### src/rtl/icache_refill.sv
// Fetches one cache line from instruction ROM a word per req/ack beat and hands it to the cache with a one-cycle strobe.
// Latency: LINE_WORDS ack edges after the miss is sampled. The ROM throttles through rom_ack, and misses are ignored while busy.
module icache_refill #(
  parameter int ADDR_W     = 32,
  parameter int DATA_W     = 32,
  parameter int LINE_WORDS = 16
) (
  input  logic                         sys_clk,
  input  logic                         sys_rst,
  input  logic                         miss_req,
  input  logic [ADDR_W-1:0]            miss_addr,
  output logic                         rom_req,
  output logic [ADDR_W-1:0]            rom_addr,
  input  logic                         rom_ack,
  input  logic [DATA_W-1:0]            rom_data,
  output logic [DATA_W*LINE_WORDS-1:0] refill_block,
  output logic [ADDR_W-$clog2(LINE_WORDS)-3:0] refill_tag,
  output logic                         refill_valid,
  output logic                         busy
);

  localparam int OFF_W = $clog2(LINE_WORDS);
  localparam int TAG_W = ADDR_W - OFF_W - 2;
  localparam logic [OFF_W-1:0] LAST_WORD = OFF_W'(LINE_WORDS - 1);

  typedef enum logic [1:0] {
    IDLE = 2'd0,
    REQ  = 2'd1,
    DONE = 2'd2
  } state_t;

  state_t           state;
  logic [OFF_W-1:0] word_cnt;
  logic [OFF_W-1:0] word_nxt;
  logic [TAG_W-1:0] miss_tag;

  assign word_nxt = word_cnt + OFF_W'(1);
  assign miss_tag = miss_addr[ADDR_W-1 -: TAG_W];

  always_ff @(posedge sys_clk or posedge sys_rst) begin
    if (sys_rst) begin
      state        <= IDLE;
      word_cnt     <= '0;
      rom_req      <= 1'b0;
      rom_addr     <= '0;
      refill_block <= '0;
      refill_tag   <= '0;
      refill_valid <= 1'b0;
      busy         <= 1'b0;
    end else begin
      refill_valid <= 1'b0;
      case (state)
        IDLE: begin
          if (miss_req) begin
            refill_tag <= miss_tag;
            word_cnt   <= '0;
            rom_addr   <= {miss_tag, {OFF_W{1'b0}}, 2'b00};
            rom_req    <= 1'b1;
            busy       <= 1'b1;
            state      <= REQ;
          end
        end
        REQ: begin
          // rom_addr and rom_req stay put until the ROM acknowledges the beat
          if (rom_ack) begin
            refill_block[word_cnt*DATA_W +: DATA_W] <= rom_data;
            if (word_cnt == LAST_WORD) begin
              rom_req      <= 1'b0;
              refill_valid <= 1'b1;
              state        <= DONE;
            end else begin
              word_cnt <= word_nxt;
              rom_addr <= {refill_tag, word_nxt, 2'b00};
            end
          end
        end
        DONE: begin
          word_cnt <= '0;
          busy     <= 1'b0;
          state    <= IDLE;
        end
        default: state <= IDLE;
      endcase
    end
  end

endmodule
### config.mk
export PLATFORM = sky130hd
export DESIGN_NAME = icache_refill
export DESIGN_NICKNAME = d
export VERILOG_FILES = /design/src/rtl/icache_refill.sv
export SDC_FILE = /design/constraint.sdc
export NUM_CORES = 1
export LEC_CHECK = 0
export BUFFER_PORTS_ARGS = -buffer_cell sky130_fd_sc_hd__buf_2
export CORE_AREA = 8 8 244 246
export DETAILED_ROUTE_END_ITERATION = 10
export DIE_AREA = 0 0 252 254
export PLACE_DENSITY_LB_ADDON = 0.1
export SETUP_SLACK_MARGIN = 0.05
export SYNTH_ARGS = -nofsm -noshare
export SYNTH_HDL_FRONTEND = slang
export SYNTH_SLANG_ARGS = --single-unit
### constraint.sdc
create_clock -name sys_clk -period 40.7 [get_ports sys_clk]
set_input_delay 2.035 -clock sys_clk [delete_from_list [all_inputs] [get_ports sys_clk]]
set_output_delay 2.035 -clock sys_clk [all_outputs]
set_load 0.02 [all_outputs]
==> results.sh, run 1 <==
export IMPL_synthArstFlopShare=1.00
export IMPL_ys_seq_area_frac=0.627
export IMPL_io_pins=641
export IMPL_cellPowerDensity_nw_per_um2=87.5
export IMPL_synth_main_ff_cell="dfrtp_1"
export IMPL_num_fill_cells=5246
export IMPL_hold_depth=2
export IMPL_cp_buffers_inverters=5
export IMPL_fmax_mhz=212
export IMPL_cap_violations=0
export IMPL_coreArea_sq_um=55700
export IMPL_ir_worst_vdd_mv=0.0571
export IMPL_synthToLayoutAreaGrowth_pct=24.9
export IMPL_syn_avg_cell_area_sq_um=10.6
export IMPL_yosys_warnings=0
export IMPL_drc=0
export IMPL_gp_congestion=0.819
export IMPL_first_global_vias=19000
export IMPL_hp_start="refill_block[174]"
export IMPL_critPathLaunchType="primary input"
export IMPL_yosysTopAreaCellShare=0.627
export IMPL_grt_pass1_wl_um=130000
export IMPL_status="finished, final reports clean"
export IMPL_dp_hpwl_um=59900
export IMPL_wl_per_cell_um=25.4
export IMPL_ys_types=41
export IMPL_cts_tree="built"
export IMPL_rrSetupSlack_ps=36480
export IMPL_synth_edf_count=0
export IMPL_fin_nets=2786
export IMPL_postPlaceCellArea_sq_um=26800
export IMPL_max_slew_margin=0.181
export IMPL_grt_overflow_total=0
export IMPL_antenna_found_initial=3
export IMPL_vias_per_cell=5.33
export IMPL_tightest_slew_ps=1230
export IMPL_cts_root_buf="clkbuf_16"
export IMPL_crit_family="buffers and inverters"
export IMPL_slowest_delay_ps=850
export IMPL_synthCells=2182
export IMPL_worst_clock_skew_ps=21.0
export IMPL_synthTopCellsByCount="dfrtp_1, nand2_1, o21ai_0"
export IMPL_fin_crit_ps=4720
export IMPL_worst_ep_arrival_time_ps=5330
export IMPL_dr_pass1_iters=5
export IMPL_drt_iter0_markers=1518
export IMPL_ys_top_cells_by_area="dfrtp_1, nand2_1, o21ai_0"
export IMPL_wl_um=89400
export IMPL_synth_seq_cells=577
export IMPL_ctsHoldBuffers=0
export IMPL_holdPathEnd="refill_block[174]"
export IMPL_grt_max_degree=122
export IMPL_clock_latency_ps=610
export IMPL_cts_buffers=60
export IMPL_final_cell_area_sq_um=28800
export IMPL_die_area_sq_um=64000
export IMPL_cts_max_path_buffers=3
export IMPL_power_leakage_nw=14.9
export IMPL_finalCritPeriodShare=0.116
export IMPL_worst_r2r_endpoint="refill_block[287]"
export IMPL_required_ps=41310
export IMPL_post_cts_resized=0
export IMPL_clk_pin_slew_ps=60
export IMPL_finalSetupTns_ps=0
export IMPL_crit_path_frequent_cell="buf_4"
export IMPL_finalHoldViolations=0
export IMPL_yosys_area_top_type="dfrtp_1"
export IMPL_whs_ps=470
export IMPL_drive_above_1_share=0.308
export IMPL_crit_chain="buf_2 -> inv_8 -> buf_4 -> buf_4 -> buf_4"
export IMPL_port_buffers=632
export IMPL_utilization=0.516
export IMPL_grt_use_total=0.271
export IMPL_finalSetupViolCount=0
export IMPL_crit_path_end_kind="async pin"
export IMPL_cpMaxStageDelayCell="buf_4"
export IMPL_rr_worst_depth=8
export IMPL_ant_nets=0
export IMPL_die_h_um=254
export IMPL_vias=18800
export IMPL_start_util=0.413
export IMPL_dp_slack_ps=35190
export IMPL_rsz0062_at_grt="false"
export IMPL_post_cts_buffers=0
export IMPL_row_count=87
export IMPL_path_max_fanout=121
export IMPL_synth_area_sq_um=23000
export IMPL_slew_viol_final=0
export IMPL_hp_class="flip-flop to flip-flop"
export IMPL_die_w_um=252
export IMPL_htree_levels=2
export IMPL_synth_most_common_cell="dfrtp_1"
export IMPL_setup_ws_ps=35980
export IMPL_r2r_start="word_cnt[0]"
export IMPL_antenna_cells=0
export IMPL_clock_sinks=577
export IMPL_critPathKind="primary input to async pin"
## worst min-delay path: cells and delay by family (launching register included)
kind            cells  cell delay [ps]
compound gates      1               50
flops               1              340
simple gates        1               50
## kinds of logic (layout without fill, tap and decap cells)
logic type      after synthesis  count (layout)  share of synthesized area
compound gates              554             554                      0.134
fa+ha+maj                     3               3                    0.00163
xor+xnor                      4               4                    0.00217
other cells                   1               2                   0.000163
buf+inv                     265             841                     0.0454
mux                         183             183                     0.0846
flops                       577             577                      0.627
simple gates                595             595                      0.105
## power by group
group	total [W]	switching (W)	internal [W]
clock	0.000549	0.000231	0.000318
combinational	0.00108	0.000789	0.000295
sequential	0.000882	0.000112	0.000769
total	0.00252	0.00113	0.00138
## worst max-delay path by stage
stage               depth (start not counted)  slack, ps           endpoint     from
finish                                      5      35980  refill_block[138]  sys_rst
global route                                5      35450  refill_block[139]  sys_rst
CTS                                         5      35830  refill_block[142]  sys_rst
detailed placement                          5      35190  refill_block[146]  sys_rst
global placement                            5      35240  refill_block[338]  sys_rst
floorplan                                   1      22520               busy  sys_rst
## layout by cell type (no fill, tap or decap), types with 4 or more instances in the layout
cell type,Yosys,final
dfrtp_1,577,576
inv_1,70,69
o2111ai_4,0,5
clkinv_2,0,10
o21ai_1,85,85
mux2_1,32,32
nor2_1,8,6
buf_4,4,33
nand2_1,500,499
and2_1,19,18
o31ai_1,101,101
or2_2,3,4
mux2i_1,90,90
buf_2,16,632
clkbuf_8,0,14
clkbuf_16,0,61
nand3_1,36,35
mux2_2,61,61
clkbuf_1,140,13
o21ai_0,351,351
## flip-flops by register name, indices dropped and copies added, names as in the netlist
| name | cells |
|---|---|
| busy | 1 |
| refill_block | 512 |
| refill_tag | 26 |
| refill_valid | 1 |
| rom_addr | 30 |
| rom_req | 1 |
| state | 2 |
| word_cnt | 4 |
## layer usage
metal / track usage / wire (um) / up-vias
met5: 0 / 0 / -
met4: 0.105 / 3660 / 0
met3: 0.0884 / 7750 / 160
met2: 0.446 / 43000 / 694
met1: 0.329 / 35000 / 9510
li1: - / - / 8386
## final cells by class
class	count	area [sq um]	area share
timing repair buffer	665	3410	0.119
multi-input combinational	1341	7740	0.269
inverter	70	270	0.00940
clock inverter	18	180	0.00627
clock buffer	88	1770	0.0615
tap	756	946	0.0329
sequential	577	14400	0.502
## through the flow
stage,total power (W),cells
2_1_floorplan,0.00152,2183
3_3_place_gp,0.00196,3409
3_5_place_dp,0.00198,3409
4_1_cts,0.00254,3515
5_1_grt,0.00265,3515
6_report,0.00252,3515
Note: power is estimated with default switching activity, not from simulation.
==> inputs of run 2 (changes only) <==
Clock period 40.7 ns to 3.8 ns, I/O delays scaled along.
==> run 2 against run 1 <==
  * Clock-buffer cell count is 5 higher
  * Final area is 2.0% higher
  * Wire length is 0.42% lower
  * Sequential share of layout area is 0.96 points lower
  * Setup slack worse by 35000 ps
  * Largest power group unchanged
  * Largest cell class unchanged
  * Global-route usage hardly changed
  * Critical path depth is 1 higher
  * Die area stayed put
  * Sequential power grew to 11 times the previous value
  * Utilization is 1.0 points higher
  * Clock power grew to 10 times the previous value
==> results.sh, run 2 (same netlist as run 1, synthesis figures left out) <==
export IMPL_clock_sinks=577
export IMPL_post_cts_buffers=0
export IMPL_critPathLaunchType="flip-flop"
export IMPL_grt_use_total=0.271
export IMPL_rr_worst_depth=6
export IMPL_grt_overflow_total=0
export IMPL_cts_max_path_buffers=3
export IMPL_synthToLayoutAreaGrowth_pct=27.3
export IMPL_port_buffers=632
export IMPL_io_pins=641
export IMPL_critPathKind="flip-flop to flip-flop"
export IMPL_setup_ws_ps=494
export IMPL_worst_ep_arrival_time_ps=3810
export IMPL_num_fill_cells=5185
export IMPL_regMostFlops="refill_block"
export IMPL_mostFrequentLayoutCells="buf_2, dfrtp_1, nand2_1"
export IMPL_coreArea_sq_um=55700
export IMPL_path_max_fanout=24
export IMPL_crit_chain="inv_1 -> ha_1 -> nor2b_1 -> o2111ai_4 -> or2_1 -> mux2_1"
export IMPL_final_common_cell="buf_2"
export IMPL_grt_max_degree=122
export IMPL_fin_crit_ps=3310
export IMPL_vias_per_cell=5.27
export IMPL_dr_pass1_iters=5
export IMPL_power_leakage_nw=15.1
export IMPL_ir_worst_vdd_mv=0.575
export IMPL_cpMaxStageDelayCell="or2_1"
export IMPL_die_area_sq_um=64000
export IMPL_drt_iter0_markers=1479
export IMPL_finalSetupViolCount=0
export IMPL_worst_clock_skew_ps=30.8
export IMPL_largest_register_ffs=512
export IMPL_antenna_found_initial=3
export IMPL_finalSetupTns_ps=0
export IMPL_ant_nets=0
export IMPL_slowest_delay_ps=930
export IMPL_vias=18900
export IMPL_dp_cells=3430
export IMPL_clock_latency_ps=630
export IMPL_dp_hpwl_um=61100
export IMPL_tightest_slew_ps=1130
export IMPL_cellPowerDensity_nw_per_um2=915
export IMPL_drc=0
export IMPL_start_util=0.413
export IMPL_htree_levels=2
export IMPL_hold_depth=3
export IMPL_fin_nets=2850
export IMPL_hp_class="primary input to flip-flop"
export IMPL_dp_slack_ps=508
export IMPL_die_w_um=252
export IMPL_cts_tree="built"
export IMPL_wl_um=89000
export IMPL_cts_root_buf="clkbuf_16"
export IMPL_clk_pin_slew_ps=60
export IMPL_finalHoldViolations=0
export IMPL_rsz0062_at_grt="false"
export IMPL_gp_congestion=0.827
export IMPL_first_global_vias=19500
export IMPL_fin_cells=3582
export IMPL_die_h_um=254
export IMPL_drive_above_1_share=0.304
export IMPL_slew_viol_final=0
export IMPL_cts_buffers=60
export IMPL_wl_per_cell_um=24.9
export IMPL_row_count=87
export IMPL_fmax_mhz=303
export IMPL_crit_path_end_kind="flip-flop"
export IMPL_finalCritPeriodShare=0.870
export IMPL_grt_pass1_wl_um=131000
export IMPL_reg_largest_list="refill_block x512, rom_addr x30, refill_tag x26"
export IMPL_status="finished, final reports clean"
export IMPL_max_slew_margin=0.247
export IMPL_cap_violations=0
export IMPL_required_ps=4310
-- run 2: timing repair --
action / in CTS / in global routing
hold endpoints to repair: 112 / 0
hold buffers: 43 / 0
gates resized for setup: 0 / 0
-- run 2: cell type report --
cell class | count | area, sq um | share of cell area
Inverter | 70 | 267 | 0.00909
Timing Repair Buffer | 729 | 4060 | 0.139
Clock inverter | 14 | 133 | 0.00452
Clock buffer | 93 | 1730 | 0.0589
Tap cell | 756 | 946 | 0.0323
Antenna cell | 2 | 5.00 | 0.000171
Multi-Input combinational cell | 1341 | 7740 | 0.264
Sequential cell | 577 | 14400 | 0.493
-- run 2: stage by stage --
step,hold slack (ps),area [sq um],utilization,power [W]
after floorplan,342,23000,-,0.0163
after global placement,406,27000,0.485,0.0211
after detailed placement,404,27000,0.485,0.0213
after CTS,1.93,29300,0.526,0.0271
after global routing,16.3,29300,0.526,0.0283
final,18.7,29300,0.526,0.0268
-- run 2: worst max-delay path: cells and delay by family (launching register included) --
kind,cells,cell delay (ps)
multiplexers,1,400
adder cells (fa/ha/maj),1,440
AO/OA/AOI/OAI,1,570
flip-flops,1,410
AND/OR/NAND/NOR,2,1140
buffers and inverters,1,210
-- run 2: worst paths after layout --
check / endpoint / startpoint / slack, ps
min reg2reg: refill_block[483] / refill_block[483] / 470
max: refill_block[463] / word_cnt[0] / 490
min: refill_block[268] / rom_data[12] / 20
max in group asynchronous: refill_block[84] / sys_rst / 2350
max reg2reg: refill_block[463] / word_cnt[0] / 490
min in group asynchronous: refill_block[443] / sys_rst / 300
-- run 2: per-layer routing --
layer	vias to the layer above	GRT usage	part of all wire
met5	-	0	0
met4	0	0.0982	0.037
met3	160	0.0762	0.083
met2	673	0.454	0.49
met1	9524	0.334	0.39
li1	8525	-	-
-- run 2: power breakdown --
group / internal (W) / total, W / switching (W)
registers: 0.00824 / 0.00950 / 0.00126
logic: 0.00328 / 0.0116 / 0.00836
clock network: 0.00324 / 0.00569 / 0.00245
total: 0.0148 / 0.0268 / 0.0121
==> inputs of run 3 (changes only) <==
Settings changed: ABC_AREA set to 1, CORE_AREA 8 8 244 246 to 8 8 241 243, DIE_AREA 0 0 252 254 to 0 0 249 251.
==> run 3 against run 2 <==
  * Die area shrank 2.4%
  * Clock-buffer cell count grew 3
  * Setup slack worse by 120 ps
  * Largest power group unchanged
  * Highest routed layer unchanged
==> results.sh, run 3 <==
export IMPL_hp_class="primary input to async pin"
export IMPL_rr_worst_depth=7
export IMPL_dr_pass1_iters=5
export IMPL_r2r_start="word_cnt[0]"
export IMPL_wl_um=99200
export IMPL_finalHoldViolations=0
export IMPL_row_count=86
export IMPL_io_pins=641
export IMPL_first_global_vias=22100
export IMPL_ys_types=25
export IMPL_wl_per_cell_um=23.5
export IMPL_final_cell_area_sq_um=30300
export IMPL_fin_nets=3534
export IMPL_yosysTopAreaCellShare=0.597
export IMPL_yosys_area_top_type="dfrtp_1"
export IMPL_drt_iter0_markers=1910
export IMPL_gp_congestion=0.864
export IMPL_die_w_um=249
export IMPL_synthCells=2851
export IMPL_post_cts_buffers=0
export IMPL_coreArea_sq_um=54300
export IMPL_critPathKind="flip-flop to flip-flop"
export IMPL_grt_pass1_wl_um=146000
export IMPL_cts_max_path_buffers=3
export IMPL_tightest_slew_ps=1150
export IMPL_synth_most_common_cell="nand2_1"
export IMPL_drive_above_1_share=0.233
export IMPL_path_max_fanout=64
export IMPL_cap_violations=0
export IMPL_finalSetupViolCount=0
export IMPL_synthTopCellsByCount="nand2_1, dfrtp_1, o21ai_0"
export IMPL_start_util=0.445
export IMPL_synth_seq_cells=577
export IMPL_synth_area_sq_um=24200
export IMPL_status="finished, final reports clean"
export IMPL_crit_path_end_kind="flip-flop"
export IMPL_fmax_mhz=292
export IMPL_clk_pin_slew_ps=60
export IMPL_required_ps=4300
export IMPL_reg_largest_list="refill_block x512, rom_addr x30, refill_tag x26"
export IMPL_die_area_sq_um=62500
export IMPL_num_fill_cells=5097
export IMPL_finalSetupTns_ps=0
export IMPL_yosys_warnings=0
export IMPL_worst_ep_arrival_time_ps=3930
export IMPL_rsz0062_at_grt="false"
export IMPL_cts_buffers=60
export IMPL_finalCritPeriodShare=0.901
export IMPL_max_slew_margin=0.228
export IMPL_largest_register_ffs=512
export IMPL_grt_use_total=0.306
export IMPL_worst_clock_skew_ps=24.8
export IMPL_final_common_cell="nand2_1"
export IMPL_critPathLaunchType="flip-flop"
export IMPL_dp_hpwl_um=68400
export IMPL_multi_input_area_sq_um=8490
export IMPL_antenna_found_initial=0
export IMPL_clock_sinks=577
export IMPL_seq_area_sq_um=14400
export IMPL_synthToLayoutAreaGrowth_pct=25.5
export IMPL_cts_root_buf="clkbuf_16"
export IMPL_fin_crit_ps=3420
export IMPL_slew_viol_final=0
export IMPL_cts_tree="built"
export IMPL_ant_nets=0
export IMPL_power_leakage_nw=17.2
export IMPL_postPlaceCellArea_sq_um=27800
export IMPL_die_h_um=251
export IMPL_vias_per_cell=5.36
export IMPL_drc=0
export IMPL_ys_top_cells_by_area="dfrtp_1, nand2_1, o21ai_0"
export IMPL_rrSetupSlack_ps=380
export IMPL_vias=22600
export IMPL_syn_avg_cell_area_sq_um=8.48
export IMPL_htree_levels=2
export IMPL_ir_worst_vdd_mv=0.709
export IMPL_synth_main_ff_cell="dfrtp_1"
export IMPL_grt_overflow_total=0
export IMPL_cellPowerDensity_nw_per_um2=957
export IMPL_ys_seq_area_frac=0.597
export IMPL_grt_max_degree=153
export IMPL_clock_latency_ps=640
export IMPL_synthArstFlopShare=1.00
export IMPL_port_buffers=632
export IMPL_regMostFlops="refill_block"
export IMPL_mostFrequentLayoutCells="nand2_1, buf_2, dfrtp_1"
export IMPL_synth_edf_count=0
export IMPL_worst_r2r_endpoint="refill_block[434]"
## run 3: cell count changes in the layout (fill, tap and decap cells not counted), sizes merged, moves of 101 or more
cell	before	now
nand4	3	109
nor2	8	142
nand3	36	152
o21ai	436	311
o31ai	101	0
nand2	500	1216
## run 3: final cells by class
cell class              count  share of cell area
multi-input cells        1972               0.280
clock inverters            13             0.00322
repair buffers            748               0.140
well taps                 704              0.0290
inverters                 104              0.0130
diodes                      1           0.0000825
flip-flops and latches    577               0.476
clock buffers              96              0.0593
## run 3: cell families (layout without fill, tap and decap cells)
kind of cell,Yosys count,in the layout,synth area share
fa+ha+maj,3,3,0.00155
other cells,1,3,0.000155
flops,577,577,0.597
buf+inv,303,961,0.0533
simple gates,1651,1651,0.282
compound gates,316,316,0.0655
## run 3: worst max path at each step
| stage | start | to | slack, ps | depth (start not counted) |
|---|---|---|---|---|
| floorplan | sys_rst | busy | -4250 | 1 |
| global placement | word_cnt[0] | refill_block[433] | 510 | 7 |
| detailed placement | word_cnt[0] | refill_block[430] | 420 | 7 |
| CTS | word_cnt[0] | refill_block[430] | 410 | 7 |
| global route | word_cnt[0] | refill_block[441] | 90 | 7 |
| finish | word_cnt[0] | refill_block[434] | 380 | 7 |
## run 3: stage by stage
stage	instances	hold slack (ps)	setup slack (ps)	total power, W	utilization
after floorplan	2852	349	-4250	0.0176	-
after global placement	4044	301	512	0.0231	0.512
after detailed placement	4044	305	420	0.0233	0.512
after CTS	4214	226	415	0.0291	0.558
after global routing	4214	242	92.7	0.0305	0.558
final	4215	232	378	0.0290	0.558
## run 3: metal layers
layer | vias to the layer above | GRT usage | routed length [um]
li1 | 10300 | - | -
met1 | 11100 | 0.392 | 40100
met2 | 937 | 0.491 | 46200
met3 | 187 | 0.0791 | 8110
met4 | 0 | 0.128 | 4720
met5 | - | 0 | 0
## run 3: worst max-delay path, stage by stage, from the launching register on
cell      delay (ps)
dfrtp_2          360
clkinv_1         390
ha_4             470
buf_4            470
nand4_1          290
nor2_4           200
nand2_2          660
o21ai_0          450
## run 3: report_power, final
part	internal [W]	leakage (nW)	switching (W)
Clock	0.00328	0.939	0.00247
Combinational	0.00329	8.34	0.0103
Sequential	0.00827	7.88	0.00141
## run 3: timing repair
item | CTS | global route
gates resized for setup | 0 | 0
hold buffers | 61 | 0
hold endpoints to repair | 111 | 0
